`src/rtl/dot_score_pkg.sv`:
```
// dot_score_pkg: shared types and default constants for the dot_score_argmax block.
// Contents: FSM state enum, default widths/counts, and saturation limits for the
// default accumulator width.
package dot_score_pkg;

    typedef enum logic [1:0] {
        StAccum   = 2'd0,
        StCompare = 2'd1,
        StDone    = 2'd2
    } state_e;

    localparam int unsigned DefNumClasses = 10;
    localparam int unsigned DefChunks     = 79;
    localparam int unsigned DefValW       = 27;
    localparam int unsigned DefAccW       = 34;
    localparam int unsigned DefIdxW       = 4;

    // Saturation limits for the default accumulator width.
    localparam logic signed [DefAccW-1:0] DefAccMax = {1'b0, {(DefAccW-1){1'b1}}};
    localparam logic signed [DefAccW-1:0] DefAccMin = {1'b1, {(DefAccW-1){1'b0}}};

endpackage

```
`src/rtl/dot_score_acc_add.sv`:
```
// dot_score_acc_add: combinational signed add of a sign-extended partial value to
// the running accumulator.
// Build option: DOT_SCORE_SAT_EN -- when defined the sum clamps to the signed
// ACC_W max/min on overflow and sat_o flags it; otherwise the sum wraps.
// Ports:
//   acc_i    current accumulator (signed, ACC_W)
//   value_i  incoming partial dot product (signed, VAL_W)
//   sum_o    acc_i + value_i (signed, ACC_W)
//   sat_o    overflow was clamped this add (only with DOT_SCORE_SAT_EN)
module dot_score_acc_add #(
    parameter int unsigned VAL_W = 27,
    parameter int unsigned ACC_W = 34
) (
    input  logic signed [ACC_W-1:0] acc_i,
    input  logic signed [VAL_W-1:0] value_i,
`ifdef DOT_SCORE_SAT_EN
    output logic                    sat_o,
`endif
    output logic signed [ACC_W-1:0] sum_o
);

`ifdef DOT_SCORE_SAT_EN
    localparam logic signed [ACC_W-1:0] AccMax = {1'b0, {(ACC_W-1){1'b1}}};
    localparam logic signed [ACC_W-1:0] AccMin = {1'b1, {(ACC_W-1){1'b0}}};

    logic signed [ACC_W:0] ext_val;
    logic signed [ACC_W:0] full_sum;

    // One guard bit: overflow iff the two top bits of the widened sum differ.
    assign ext_val  = {{(ACC_W+1-VAL_W){value_i[VAL_W-1]}}, value_i};
    assign full_sum = {acc_i[ACC_W-1], acc_i} + ext_val;

    always_comb begin
        sat_o = 1'b0;
        sum_o = full_sum[ACC_W-1:0];
        if (full_sum[ACC_W] != full_sum[ACC_W-1]) begin
            sat_o = 1'b1;
            sum_o = full_sum[ACC_W] ? AccMin : AccMax;
        end
    end
`else
    logic signed [ACC_W-1:0] ext_val;

    assign ext_val = {{(ACC_W-VAL_W){value_i[VAL_W-1]}}, value_i};
    assign sum_o   = acc_i + ext_val;
`endif

endmodule

```
`src/rtl/dot_score_argmax.sv`:
```
// dot_score_argmax: accumulates per-class partial dot products (CHUNKS values per
// class, classes in order 0..NUM_CLASSES-1) and presents the argmax class and its
// score with a valid/ready handshake.
// Build option: DOT_SCORE_SAT_EN -- saturating accumulation (see dot_score_acc_add).
// Ports:
//   clk, GlobalReset         clock; synchronous active-high reset
//   value, value_valid       incoming signed partial value and its valid
//   value_ready              block accepts a value this cycle (ACCUM only)
//   class_out, score_out     winning class index and score
//   out_valid, out_ready     result handshake
module dot_score_argmax
    import dot_score_pkg::*;
#(
    parameter int unsigned NUM_CLASSES = DefNumClasses,
    parameter int unsigned CHUNKS      = DefChunks,
    parameter int unsigned VAL_W       = DefValW,
    parameter int unsigned ACC_W       = DefAccW,
    parameter int unsigned IDX_W       = DefIdxW
) (
    input  logic                    clk,
    input  logic                    GlobalReset,
    input  logic signed [VAL_W-1:0] value,
    input  logic                    value_valid,
    output logic                    value_ready,
    output logic [IDX_W-1:0]        class_out,
    output logic signed [ACC_W-1:0] score_out,
    output logic                    out_valid,
    input  logic                    out_ready
);

    localparam int unsigned CntW = (CHUNKS > 1) ? $clog2(CHUNKS) : 1;
    localparam logic [CntW-1:0]  LastChunk = CntW'(CHUNKS - 1);
    localparam logic [IDX_W-1:0] LastClass = IDX_W'(NUM_CLASSES - 1);

    state_e                  state_q, state_d;
    logic signed [ACC_W-1:0] acc_q, acc_d;
    logic [CntW-1:0]         chunk_cnt_q, chunk_cnt_d;
    logic [IDX_W-1:0]        class_cnt_q, class_cnt_d;
    logic signed [ACC_W-1:0] max_score_q, max_score_d;
    logic [IDX_W-1:0]        max_idx_q, max_idx_d;
    logic signed [ACC_W-1:0] acc_sum;
    logic                    accept;

`ifdef DOT_SCORE_SAT_EN
    logic add_sat;
    logic sat_q;  // sticky: some add in this image clamped
`endif

    dot_score_acc_add #(
        .VAL_W (VAL_W),
        .ACC_W (ACC_W)
    ) u_acc_add (
        .acc_i   (acc_q),
        .value_i (value),
`ifdef DOT_SCORE_SAT_EN
        .sat_o   (add_sat),
`endif
        .sum_o   (acc_sum)
    );

    assign accept = (state_q == StAccum) && value_valid;

    always_comb begin
        state_d     = state_q;
        acc_d       = acc_q;
        chunk_cnt_d = chunk_cnt_q;
        class_cnt_d = class_cnt_q;
        max_score_d = max_score_q;
        max_idx_d   = max_idx_q;
        unique case (state_q)
            StAccum: begin
                if (value_valid) begin
                    acc_d = acc_sum;
                    if (chunk_cnt_q == LastChunk) begin
                        chunk_cnt_d = '0;
                        state_d     = StCompare;
                    end else begin
                        chunk_cnt_d = chunk_cnt_q + 1'b1;
                    end
                end
            end
            StCompare: begin
                // Strict compare: on ties the earlier (lower) class is kept.
                if ((class_cnt_q == '0) || (acc_q > max_score_q)) begin
                    max_score_d = acc_q;
                    max_idx_d   = class_cnt_q;
                end
                acc_d       = '0;
                chunk_cnt_d = '0;
                if (class_cnt_q == LastClass) begin
                    class_cnt_d = '0;
                    state_d     = StDone;
                end else begin
                    class_cnt_d = class_cnt_q + 1'b1;
                    state_d     = StAccum;
                end
            end
            StDone: begin
                if (out_ready) begin
                    state_d = StAccum;
                end
            end
            default: state_d = StAccum;
        endcase
    end

    always_ff @(posedge clk) begin
        if (GlobalReset) begin
            state_q     <= StAccum;
            acc_q       <= '0;
            chunk_cnt_q <= '0;
            class_cnt_q <= '0;
            max_score_q <= '0;
            max_idx_q   <= '0;
        end else begin
            state_q     <= state_d;
            acc_q       <= acc_d;
            chunk_cnt_q <= chunk_cnt_d;
            class_cnt_q <= class_cnt_d;
            max_score_q <= max_score_d;
            max_idx_q   <= max_idx_d;
        end
    end

`ifdef DOT_SCORE_SAT_EN
    always_ff @(posedge clk) begin
        if (GlobalReset || (state_q == StDone && out_ready)) begin
            sat_q <= 1'b0;
        end else if (accept && add_sat) begin
            sat_q <= 1'b1;
        end
    end
`endif

    // Gated by reset so value_ready reads 0 during the reset cycle itself.
    assign value_ready = (state_q == StAccum) && !GlobalReset;
    assign out_valid   = (state_q == StDone) && !GlobalReset;
    assign class_out   = max_idx_q;
    assign score_out   = max_score_q;

endmodule
```
`config.mk`:
```
export PLATFORM = sky130hd
export DESIGN_NAME = dot_score_argmax
export DESIGN_NICKNAME = d
export VERILOG_FILES = /design/src/rtl/dot_score_pkg.sv /design/src/rtl/dot_score_acc_add.sv /design/src/rtl/dot_score_argmax.sv
export SDC_FILE = /design/constraint.sdc
export NUM_CORES = 1
export LEC_CHECK = 0
export CAP_MARGIN = 30
export CORE_MARGIN = 5
export CORE_UTILIZATION = 33
export CTS_CLUSTER_SIZE = 8
export DETAILED_ROUTE_END_ITERATION = 7
export PLACE_DENSITY = 0.65
export SYNTH_ARGS = -nofsm -noshare
export SYNTH_HDL_FRONTEND = slang
export SYNTH_SLANG_ARGS = --single-unit
```
`constraint.sdc`:
```
create_clock -name clk -period 2.7 [get_ports clk]
set_clock_uncertainty 0.05 [all_clocks]
set_input_delay 0.27 -clock clk [delete_from_list [all_inputs] [get_ports clk]]
set_output_delay 0.27 -clock clk [all_outputs]
set_load 0.02 [all_outputs]
```
==> qor.yml <==
slew_viol_final: 0
cts.sinks: 85
clock-root-buffer: "clkbuf_16"
pin_count: 71
hpwl_mm: 11.2
synth_ff_type: "dfxtp_1"
synth.yosys.seq_area_share: 0.302
die_area_sq_um: 19800
synth_edf_count: 0
place_inst: 1046
status: "finished, violations left"
max-vdd-ir-drop_uv: 365
end_kind: "flop"
routed_via_density: 4.90
n_fill_cell: 1610
synth_warnings: 0
hold_viol: 0
clockBufferDepth: 2
path_max_fanout: 7
cts.clk_slew.worst_paths_ns: 0.06
syn_avg_cell_area_sq_um: 8.37
hold_path_class: "input port to flop"
worst_slack_ns: -0.0918
period_needed_ns: 2.79
rows: 47
grt_remaining_overflow: 0
start_util: 0.338
fin_tns_setup_ns: -2.47
core_sq_um: 16600
die_w_microns: 141
die_h_microns: 141
arrival_ns: 2.96
crit_required_ns: 2.87
nets: 947
drc_errors: 0
tritoncts: "done"
relSlewSlack: 0.595
antenna_found_initial: 0
synth_cells: 672
synthDistinctLibCells: 53
fmax_ghz: 0.358
drive_above_1_share: 0.221
grt_max_degree: 54
post-place-ws_ns: -0.640
violations: "setup timing"
numCtsBuffers: 9
period_share: 1.03
final-setup-viol-count: 37
async_flop_share: 0
p_leak_nw: 3.43
synth.area.top_cells: "dfxtp_1 (30%), ha_1 (15%), mux2i_1 (6.8%), nor2_1 (6.6%), a21oi_1 (4.1%)"
pwr_density_cell_nw_per_um2: 561
multiInputGateArea_sq_um: 3930
buffer_ports.inserted: 70
grt_pass1_wl_mm: 25.2
grt_use_total: 0.156
grt_setup_unrepaired: "yes"
gp_congestion: 0.896
clk_latency_ns: 0.35
wl_mm: 15.3
synth_nets: 773
start_kind: "flop"
vias: 5250
fin_util: 0.485
synth_top_cell_by_area: "dfxtp_1"
synth.top_cell.area_share: 0.302
grt_pass1_vias: 5136
regArea_sq_um: 1720
cts-htree-levels: 3
antennaDiodeCount: 0
syn_area_sq_um: 5630
routedWlPerCell_microns: 14.3
tightest_slew_ns: 0.608
max-cap-violations: 0
worst-setup-path-type: "flop to flop"
initialDrtViolationCount: 202
ant_nets: 0
synth_seq_cells: 85
drt-pass1-iter-count: 4
area_growth_pct: 43.4
final_cells: 1071
-- per-stage QoR --
step | hold WS, ns | instance area [sq um] | total power, W
finish | 0.192 | 8070 | 0.00452
global route | 0.187 | 8070 | 0.00479
CTS | 0.172 | 7860 | 0.00448
detailed placement | 0.436 | 7320 | 0.00282
global placement | 0.439 | 7320 | 0.00281
floorplan | 0.368 | 5630 | 0.00231
-- cells by family (layout without fill, tap and decap cells) --
| kind of cell | Yosys count | in the layout | synth area share |
|---|---|---|---|
| adders and majority gates | 70 | 70 | 0.157 |
| xor gates and xnor gates | 33 | 33 | 0.0514 |
| buffers and inverters | 65 | 244 | 0.0474 |
| and+or+nand+nor | 218 | 218 | 0.181 |
| DFF | 85 | 85 | 0.302 |
| AOI/OAI and AO/OA | 162 | 162 | 0.191 |
| muxes | 39 | 39 | 0.0700 |
-- registers in the layout (all words and copies together), names as in the netlist --
name / cells
chunk_cnt_q: 7
acc_q: 34
state_q: 2
score_out: 34
class_out: 4
class_cnt_q: 4
-- critical path, stage by stage, from the launching register on --
cell	delay (ns)
dfxtp_1	0.33
inv_1	0.04
ha_1	0.30
a21o_1	0.18
a21o_1	0.17
a21oi_1	0.19
o21ai_0	0.18
a221o_1	0.38
mux2i_2	0.27
nand2_4	0.16
buf_12	0.18
mux2i_1	0.16
nor2_1	0.05
-- where the power goes --
part	total, W	switching (W)	internal [W]
sequential	0.00141	0.0000753	0.00133
clock	0.00157	0.000547	0.00102
combinational	0.00154	0.000756	0.000788
-- timing repair --
action / in CTS / in global routing
hold buffers: 0 / 0
buffers inserted: 1 / 8
cloned: 1 / 0
gates resized for setup: 30 / 39
setup endpoints to repair: 50 / 54
pin swaps: 22 / 35
-- final cells by class --
class	count	share of cell area
clock inverter	6	0.0166
inverter	46	0.0214
sequential	85	0.213
clock buffer	10	0.0296
tap	220	0.0341
timing repair buffer	182	0.198
multi-input combinational	522	0.488
-- path summary, 6_finish.rpt --
| check | from | end | slack (ns) | depth (start not counted) |
|---|---|---|---|---|
| worst max register to register | score_out[23] | score_out[7] | -0.09 | 12 |
| worst min-delay path | GlobalReset | class_cnt_q[2] | 0.19 | 2 |
| worst max-delay path | score_out[23] | score_out[7] | -0.09 | 12 |
| worst min register to register | acc_q[29] | acc_q[29] | 0.44 | 2 |
-- synthesized netlist by cell type, types with 4 or more instances --
cell type and instances:
a21o_1 28, a21oi_1 46, a22oi_1 19, and2_1 4
and3_1 4, clkbuf_1 13, dfxtp_1 85, ha_1 69
inv_1 46, mux2i_1 38, nand2_1 41, nand2b_1 7
nand3_1 10, nand4_1 15, nor2_1 99, nor2b_1 12
nor3_1 8, nor3b_1 5, o211ai_1 4, o21a_1 5
o21ai_0 30, o31ai_1 5, xnor2_1 15, xor2_1 18
-- cell usage in the layout, fill, tap and decap left out, types with 5 or more instances in the layout --
master	instances
a21o_1	28
a21oi_1	37
a21oi_2	8
a22oi_1	19
buf_4	107
clkbuf_16	9
clkdlybuf4s50_1	65
dfxtp_1	77
dfxtp_2	6
ha_1	62
ha_4	7
inv_1	43
mux2i_1	35
nand2_1	41
nand2b_1	6
nand3_1	10
nand4_1	15
nor2_1	98
nor2b_1	10
nor3_1	7
o21a_1	5
o21ai_0	23
o21ai_1	5
o21ai_2	5
xnor2_1	15
xor2_1	17
-- metal layers --
layer  wire length [microns]  vias to the layer above  global-route usage
met3                     630                       14              0.0335
met1                    7150                     2408               0.203
met5                       0                        -                   0
met4                     198                        0              0.0479
li1                        -                     2740                   -
met2                    7330                       88               0.260
Power figures use the tool's default switching activity.
